<file path="src/rtl/axi_arbiter_2x1.sv">
// axi_arbiter_2x1: two-master (IFU read-only, LSU read/write) single-beat AXI-lite arbiter onto one slave port.
// Define ARB_RR_EN to make read ties round-robin instead of fixed priority by LSU_PRIO.
module axi_arbiter_2x1 #(
  parameter int ADDR_W   = 64,
  parameter int DATA_W   = 64,
  parameter bit LSU_PRIO = 1'b1
) (
  input  logic                clk,
  input  logic                rst_n,
  input  logic [ADDR_W-1:0]   m0_AR_ADDR,
  input  logic                m0_AR_VALID,
  output logic                m0_AR_READY,
  output logic [DATA_W-1:0]   m0_R_DATA,
  output logic                m0_R_VALID,
  input  logic                m0_R_READY,
  input  logic [ADDR_W-1:0]   m1_AR_ADDR,
  input  logic                m1_AR_VALID,
  output logic                m1_AR_READY,
  output logic [DATA_W-1:0]   m1_R_DATA,
  output logic                m1_R_VALID,
  input  logic                m1_R_READY,
  input  logic [ADDR_W-1:0]   m1_AW_ADDR,
  input  logic                m1_AW_VALID,
  output logic                m1_AW_READY,
  input  logic [DATA_W-1:0]   m1_W_DATA,
  input  logic [DATA_W/8-1:0] m1_W_STRB,
  input  logic                m1_W_VALID,
  output logic                m1_W_READY,
  output logic                m1_B_VALID,
  input  logic                m1_B_READY,
  output logic [ADDR_W-1:0]   s_AR_ADDR,
  output logic                s_AR_VALID,
  input  logic                s_AR_READY,
  input  logic [DATA_W-1:0]   s_R_DATA,
  input  logic                s_R_VALID,
  output logic                s_R_READY,
  output logic [ADDR_W-1:0]   s_AW_ADDR,
  output logic                s_AW_VALID,
  input  logic                s_AW_READY,
  output logic [DATA_W-1:0]   s_W_DATA,
  output logic [DATA_W/8-1:0] s_W_STRB,
  output logic                s_W_VALID,
  input  logic                s_W_READY,
  input  logic                s_B_VALID,
  output logic                s_B_READY
);
  localparam logic [1:0] IDLE = 2'd0, RD0 = 2'd1, RD1 = 2'd2, WR = 2'd3;
  logic [1:0] state, state_nxt;
  logic rd0, rd1, wr, ar_done, aw_done, w_done, wr_req, both_rd, tie_m1, b_open;
  assign rd0 = state == RD0;
  assign rd1 = state == RD1;
  assign wr = state == WR;
  assign wr_req = m1_AW_VALID | m1_W_VALID;
  assign both_rd = m0_AR_VALID & m1_AR_VALID;
`ifdef ARB_RR_EN
  logic rr_last;
  assign tie_m1 = ~rr_last;
  always_ff @(posedge clk or negedge rst_n)
    if (!rst_n) rr_last <= 1'b0;
    else if (state == IDLE && !wr_req && both_rd) rr_last <= tie_m1;
`else
  assign tie_m1 = LSU_PRIO;
`endif
  // Grant is purely registered: slave-side VALIDs only appear once the FSM leaves IDLE.
  assign state_nxt = state == IDLE
    ? (wr_req ? WR : both_rd ? (tie_m1 ? RD1 : RD0) : m1_AR_VALID ? RD1 : m0_AR_VALID ? RD0 : IDLE)
    : ((wr ? s_B_VALID & s_B_READY : s_R_VALID & s_R_READY) ? IDLE : state);
  assign s_AR_ADDR = rd0 ? m0_AR_ADDR : rd1 ? m1_AR_ADDR : '0;
  assign s_AR_VALID = ~ar_done & (rd0 ? m0_AR_VALID : rd1 & m1_AR_VALID);
  assign m0_AR_READY = rd0 & ~ar_done & s_AR_READY;
  assign m1_AR_READY = rd1 & ~ar_done & s_AR_READY;
  assign s_R_READY = rd0 ? m0_R_READY : rd1 & m1_R_READY;
  assign m0_R_VALID = rd0 & s_R_VALID;
  assign m1_R_VALID = rd1 & s_R_VALID;
  assign m0_R_DATA = rst_n ? s_R_DATA : '0;
  assign m1_R_DATA = rst_n ? s_R_DATA : '0;
  assign s_AW_ADDR = wr ? m1_AW_ADDR : '0;
  assign s_AW_VALID = wr & ~aw_done & m1_AW_VALID;
  assign m1_AW_READY = wr & ~aw_done & s_AW_READY;
  assign s_W_DATA = wr ? m1_W_DATA : '0;
  assign s_W_STRB = wr ? m1_W_STRB : '0;
  assign s_W_VALID = wr & ~w_done & m1_W_VALID;
  assign m1_W_READY = wr & ~w_done & s_W_READY;
  assign b_open = wr & aw_done & w_done;
  assign s_B_READY = b_open & m1_B_READY;
  assign m1_B_VALID = b_open & s_B_VALID;
  always_ff @(posedge clk or negedge rst_n)
    if (!rst_n) begin
      state <= IDLE;
      ar_done <= 1'b0;
      aw_done <= 1'b0;
      w_done <= 1'b0;
    end else begin
      state <= state_nxt;
      ar_done <= (state_nxt != IDLE) & (ar_done | (s_AR_VALID & s_AR_READY));
      aw_done <= (state_nxt != IDLE) & (aw_done | (s_AW_VALID & s_AW_READY));
      w_done <= (state_nxt != IDLE) & (w_done | (s_W_VALID & s_W_READY));
    end
endmodule
</file>
<file path="config.mk">
export PLATFORM = sky130hd
export DESIGN_NAME = axi_arbiter_2x1
export DESIGN_NICKNAME = d
export VERILOG_FILES = /design/src/rtl/axi_arbiter_2x1.sv
export SDC_FILE = /design/constraint.sdc
export NUM_CORES = 1
export LEC_CHECK = 0
export CORE_AREA = 2 2 262 264
export CTS_CLUSTER_SIZE = 8
export DETAILED_ROUTE_END_ITERATION = 16
export DIE_AREA = 0 0 264 266
export SLEW_MARGIN = 10
export SYNTH_ARGS = -nofsm -noshare
export SYNTH_HDL_FRONTEND = slang
export SYNTH_SLANG_ARGS = --single-unit
</file>
<file path="constraint.sdc">
create_clock -name clk -period 1.2 [get_ports clk]
set_input_delay 0.12 -clock clk [delete_from_list [all_inputs] [get_ports clk]]
set_output_delay 0.12 -clock clk [all_outputs]
set_load 0.05 [all_outputs]
</file>
======== Yosys cells after proc, flatten, opt, wreduce, memory -nomap -nowiden ========
Index checks and enable logic that the tools add are counted.
storage, ports and cells
  register bits after elaboration ......... 5
  input port bits ......................... 342
  output and inout port bits .............. 340
  word-level logic and storage cells ...... 59
operators by class
  equal/unequal tests ..................... 3
  muxes and demuxes ....................... 15
  bitwise operators ....................... 35
  reduce and logical (&&, ||, !) cells .... 2
operators with widths
  operator            number
  $mux 64             5
  $and 1x1->1         28
  $mux 2              5
  $mux 8              1
  $eq 2x2->1 const B  2
  $mux 1              4
  $or 1x1->1          4
  $not 1->1           3
  $eq 2x1->1 const B  1
  $logic_not 2->1     1
  $reduce_bool 2->1   1

======== Depth between registers and ports, before layout ========
  depth after elaboration ................. 10
  depth in mapped cells ................... 6
  gate-level depth less buffers ........... 3

======== Worst setup path after synthesis ========
No wires, ideal clock.
  path kind ............................... register -> output
  from .................................... register state[1]
  to ...................................... output port m1_AW_READY
  arrival ................................. 1765 ps
  required time ........................... 1080 ps
  slack ................................... -685 ps
  cell stages (with the launch flop) ...... 3
  buffers on the path ..................... 0
  path through ............................ dfrtp_1 nand2_1 nor3b_1
between the ends
  cells in the longest elaborated chain, start to end .. 3
RTL lines
  what                      line  RTL
  start: declaration        48    logic [1:0] state, state_nxt;
  start signal: assignment  94    state <= state_nxt;
  $eq 2x2->1                52    assign wr = state == WR;
  $and 1x1->1 (2 in a row)  79    assign m1_AW_READY = wr & ~aw_done & s_AW_READY;
  end: declaration          24    output logic m1_AW_READY,
Every way passes these cells.

======== Worst setup path after layout ========
  from .................................... register state[1]
  to ...................................... output port s_AR_ADDR[17]
between the ends
  cells in the longest elaborated chain, start to end .. 3
  elaborated cells between the ends (all ways) .. 4
  classes of those cells .................. eq/ne: 2; mux: 2
RTL lines
  what              line  RTL
  $eq 2x2->1        51    assign rd1 = state == RD1;
  $mux 64           68    assign s_AR_ADDR = rd0 ? m0_AR_ADDR : rd1 ? m1_AR_ADDR : '0;
  $mux 64 *         68
  end: declaration  31    output logic [ADDR_W-1:0] s_AR_ADDR,
Every way passes the cells marked *; elsewhere a longest branch is shown, timed or not.

==> out/summary.txt <==
========================================================================================================
Outcome                                                                                     complete, but fails checks
Failing checks                                                                              negative setup slack
Fraction of synthesized cell area in xor and xnor cells                                               0%
Remaining global-route overflow                                                                        0
Launching element type of the critical path                                                     register
Highest-delay cell along the critical path                                                       dfrtp_4
Gate count after technology mapping                                                                  428
Detailed-route via count                                                                            5923
Final setup viols                                                                                    217
Worst Path Required                                                                              1.08 ns
Placement-stage cell area                                                                      15400 um2
Overall global routing resource usage                                                              10.5%
Highest cell delay on the worst timing path                                                      0.49 ns
Delay-heaviest family, CP                                                                     flip-flops
Cell taking the most area after synthesis                                                         and3_1
Final clock period utilization by the worst path                                                    145%
Power per Cell Area                                                                          2270 nW/um2
Number of maximum-capacitance violations                                                               0
DRC violation count after routing                                                                      0
Post-DRT Antenna Nets                                                                                  0
Top flip-flop cell by instance count after synthesis                                             dfrtp_1
Synth top cells by count                                                                    and3_1 (138), and2_1 (68), a22o_1 (65)
Vias in the first global route                                                                      6432
Area growth from synthesis to layout                                                                441%
Minimum clock period                                                                             1.74 ns
Clk Tree Root Cell                                                                             clkbuf_16
Starting utilization of the core area                                                              4.29%
Crit path setup slack, layout                                                                  -0.541 ns
Post-CTS clock slew at the launch and capture registers of the worst setup and hold paths        0.03 ns
Max Root-Sink Buffers                                                                                  2
Core box area                                                                                  67700 um2
Number of flip-flops and latches in the synthesized netlist                                            5
List of cells traversed by the critical path                                                nor2b_4 > buf_12 > clkbuf_16 > a22o_4 > buf_12
Worst Skew                                                                                    0.00160 ns
Fraction of final layout cells with drive strength greater than 1                                  65.1%
Number of distinct standard cells referenced by the synthesized netlist                               24
Post-detailed-routing wire length                                                                39.4 mm
Wire length of the first global-routing pass                                                     51.8 mm
Final GP Congestion                                                                                0.829
Synth Area per Inst                                                                             6.79 um2
Reported leakage power                                                                           6.32 nW
Clock tree from TritonCTS                                                                           done
Cell occurring most often along the worst timing path                                             buf_12
Number of enable flip-flop cells after synthesis                                                       0
Count of input and output buffers                                                                    681
Die Footprint                                                                                  70200 um2
Synthesized area                                                                                2910 um2
Number of clock sinks                                                                                  5
Area share of the largest cell type after synthesis                                                29.7%
Minimum hold slack                                                                              0.500 ns
Post-DP HPWL                                                                                     36.3 mm
Final Core Density                                                                                 23.2%
Clock latency reported for the late side of the worst-skew pair                                  0.23 ns
Top area cells in the synthesized netlist                                                   and3_1 (30%), a22o_1 (20%), buf_4 (17%), and2_1 (15%), clkbuf_1 (5.6%)
First-iteration detailed-routing DRC count                                                           165
Final-report max-slew violation count                                                                  0
Pre-Repair DR Iteration Count                                                                          4
Final instance area                                                                            15700 um2
Adder-cell share of the synthesized area                                                              0%
Slew @ Worst Pin                                                                                0.314 ns
Compound-gate portion of the synthesized area                                                      22.0%
YS warnings                                                                                            0
Portion of netlist area occupied by mux cells                                                         0%
Htree depth                                                                                            1
Async set-reset flop share out of synthesis                                                         100%
Most common cell in the netlist                                                                   and3_1
Number of buffer and inverter instances along the worst setup path                                     3
Initial antenna violation count                                                                       20
Basic-gate share of the synthesized area counting and, or, nand and nor cells                      48.8%
Worst slew slack as a fraction of its limit                                                        79.1%
Top fanout value on the critical path                                                                 15
Horizontal die dimension                                                                          264 um
CTS buffer count                                                                                       3
Detailed-route vias per instance                                                                    3.06
Setup slack of the worst register-to-register path                                              -0.39 ns
Critical path arrival                                                                            1.62 ns
Upper clock frequency limit                                                                    0.574 GHz
Class of the worst hold path                                                                 in -> async
Endpoint class of the critical path                                                           output pin
Row count                                                                                             96
Final-report hold violation count                                                                      0
Post-synthesis net count                                                                             770
Maximum number of pins on one net before global-route repair                                          68
Wire per inst                                                                                    20.3 um
I/O pin count                                                                                        682
Max IR drop VDD                                                                               0.000966 V
Die height                                                                                        266 um
Unrepaired setup endpoints after global routing                                                     true
Fin nets                                                                                            1390
Start-to-end type of the worst setup path                                                     reg -> out
Combinational family with the most area after synthesis                                     simple AND/OR/NAND/NOR gates
Sequential element share of the synthesized area                                                   4.30%
========================================================================================================
## area by class of cell
type,count,area (um2)
Antenna cell,8,20.0
Clock buffer,4,78.8
Fill cell,7087,52000
Inverter,6,22.5
Multi-Input combinational cell,299,3480
Sequential cell,5,133
Tap cell,882,1100
Timing Repair Buffer,733,10900
## worst reg2reg max path: stages, from the launching register on
cell	delay, ns
dfrtp_4	0.51
buf_4	0.20
and3b_1	0.24
o21ai_0	0.11
a2111oi_2	0.40
## kinds of logic after synthesis
logic type	Yosys count
compound gates	73
buf+inv	124
simple gates	226
flops	5
## stage by stage
| step | instances | total power [mW] | worst slack, ns | TNS [ns] |
|---|---|---|---|---|
| after CTS | 1924 | 35.5 | -0.538 | -102.35 |
| after global placement | 1919 | 34.5 | -0.340 | -49.64 |
| after detailed placement | 1919 | 34.7 | -0.353 | -51.93 |
| final | 1937 | 35.6 | -0.541 | -97.49 |
| after global routing | 1930 | 36.8 | -0.563 | -106.34 |
| after floorplan | 428 | 18.4 | -0.236 | -31.68 |
## layer usage
| metal | share of wire (%) | up-vias | track usage [%] |
|---|---|---|---|
| met5 | 0.33 | - | 0 |
| met4 | 0.87 | 20 | 0.983 |
| met3 | 13 | 32 | 5.93 |
| met2 | 51 | 412 | 19.3 |
| met1 | 34 | 2738 | 10.6 |
| li1 | - | 2721 | - |
## sequential cells by signal, indices dropped and copies added (netlist names)
signal,cells
state,2
ar_done,1
aw_done,1
w_done,1
## path summary, 6_finish.rpt
| path | startpoint | end | cells past startpoint |
|---|---|---|---|
| max in group asynchronous | rst_n | state[0] | 3 |
| min | rst_n | ar_done | 3 |
| max reg2reg | state[0] | ar_done | 4 |
| min in group clk | s_W_READY | w_done | 3 |
| max | state[1] | s_AR_ADDR[17] | 5 |
| min reg2reg | state[0] | state[0] | 2 |
## power breakdown
part	total (mW)	internal, mW	leakage, nW	switching, mW
Combinational	34.7	17.0	6.23	17.7
Clock	0.554	0.441	0.0382	0.113
Sequential	0.387	0.279	0.0576	0.109
Total	35.6	17.7	6.32	17.9
## cells in the final DEF, fill, tap and decap left out, types with 2 or more instances in the layout
cell type          n
clkbuf_16          6
buf_4             25
and3b_1            2
dfrtp_1            3
o32ai_1            2
a31oi_1            2
clkdlybuf4s50_1  340
and2_1             2
nor3_4             2
nor3b_4            4
and2_4            62
and3_4           111
and2_2             4
diode_2            8
buf_16             3
dfrtp_4            2
inv_1              6
nor2b_4            2
a22o_4            65
nor4_1             2
buf_12           349
buf_6             11
and3_2            27
## what timing repair did
action                                  4_1_cts  5_1_grt
hold endpoints to repair                      5        0
endpoints found under the setup margin      217      217
resized for setup                             7       19
setup buffers                                 0        3
pin swaps                                     4       17
hold buffers                                  1        0
cloned                                        0        3
No activity file was read; power rests on OpenSTA's default activity.
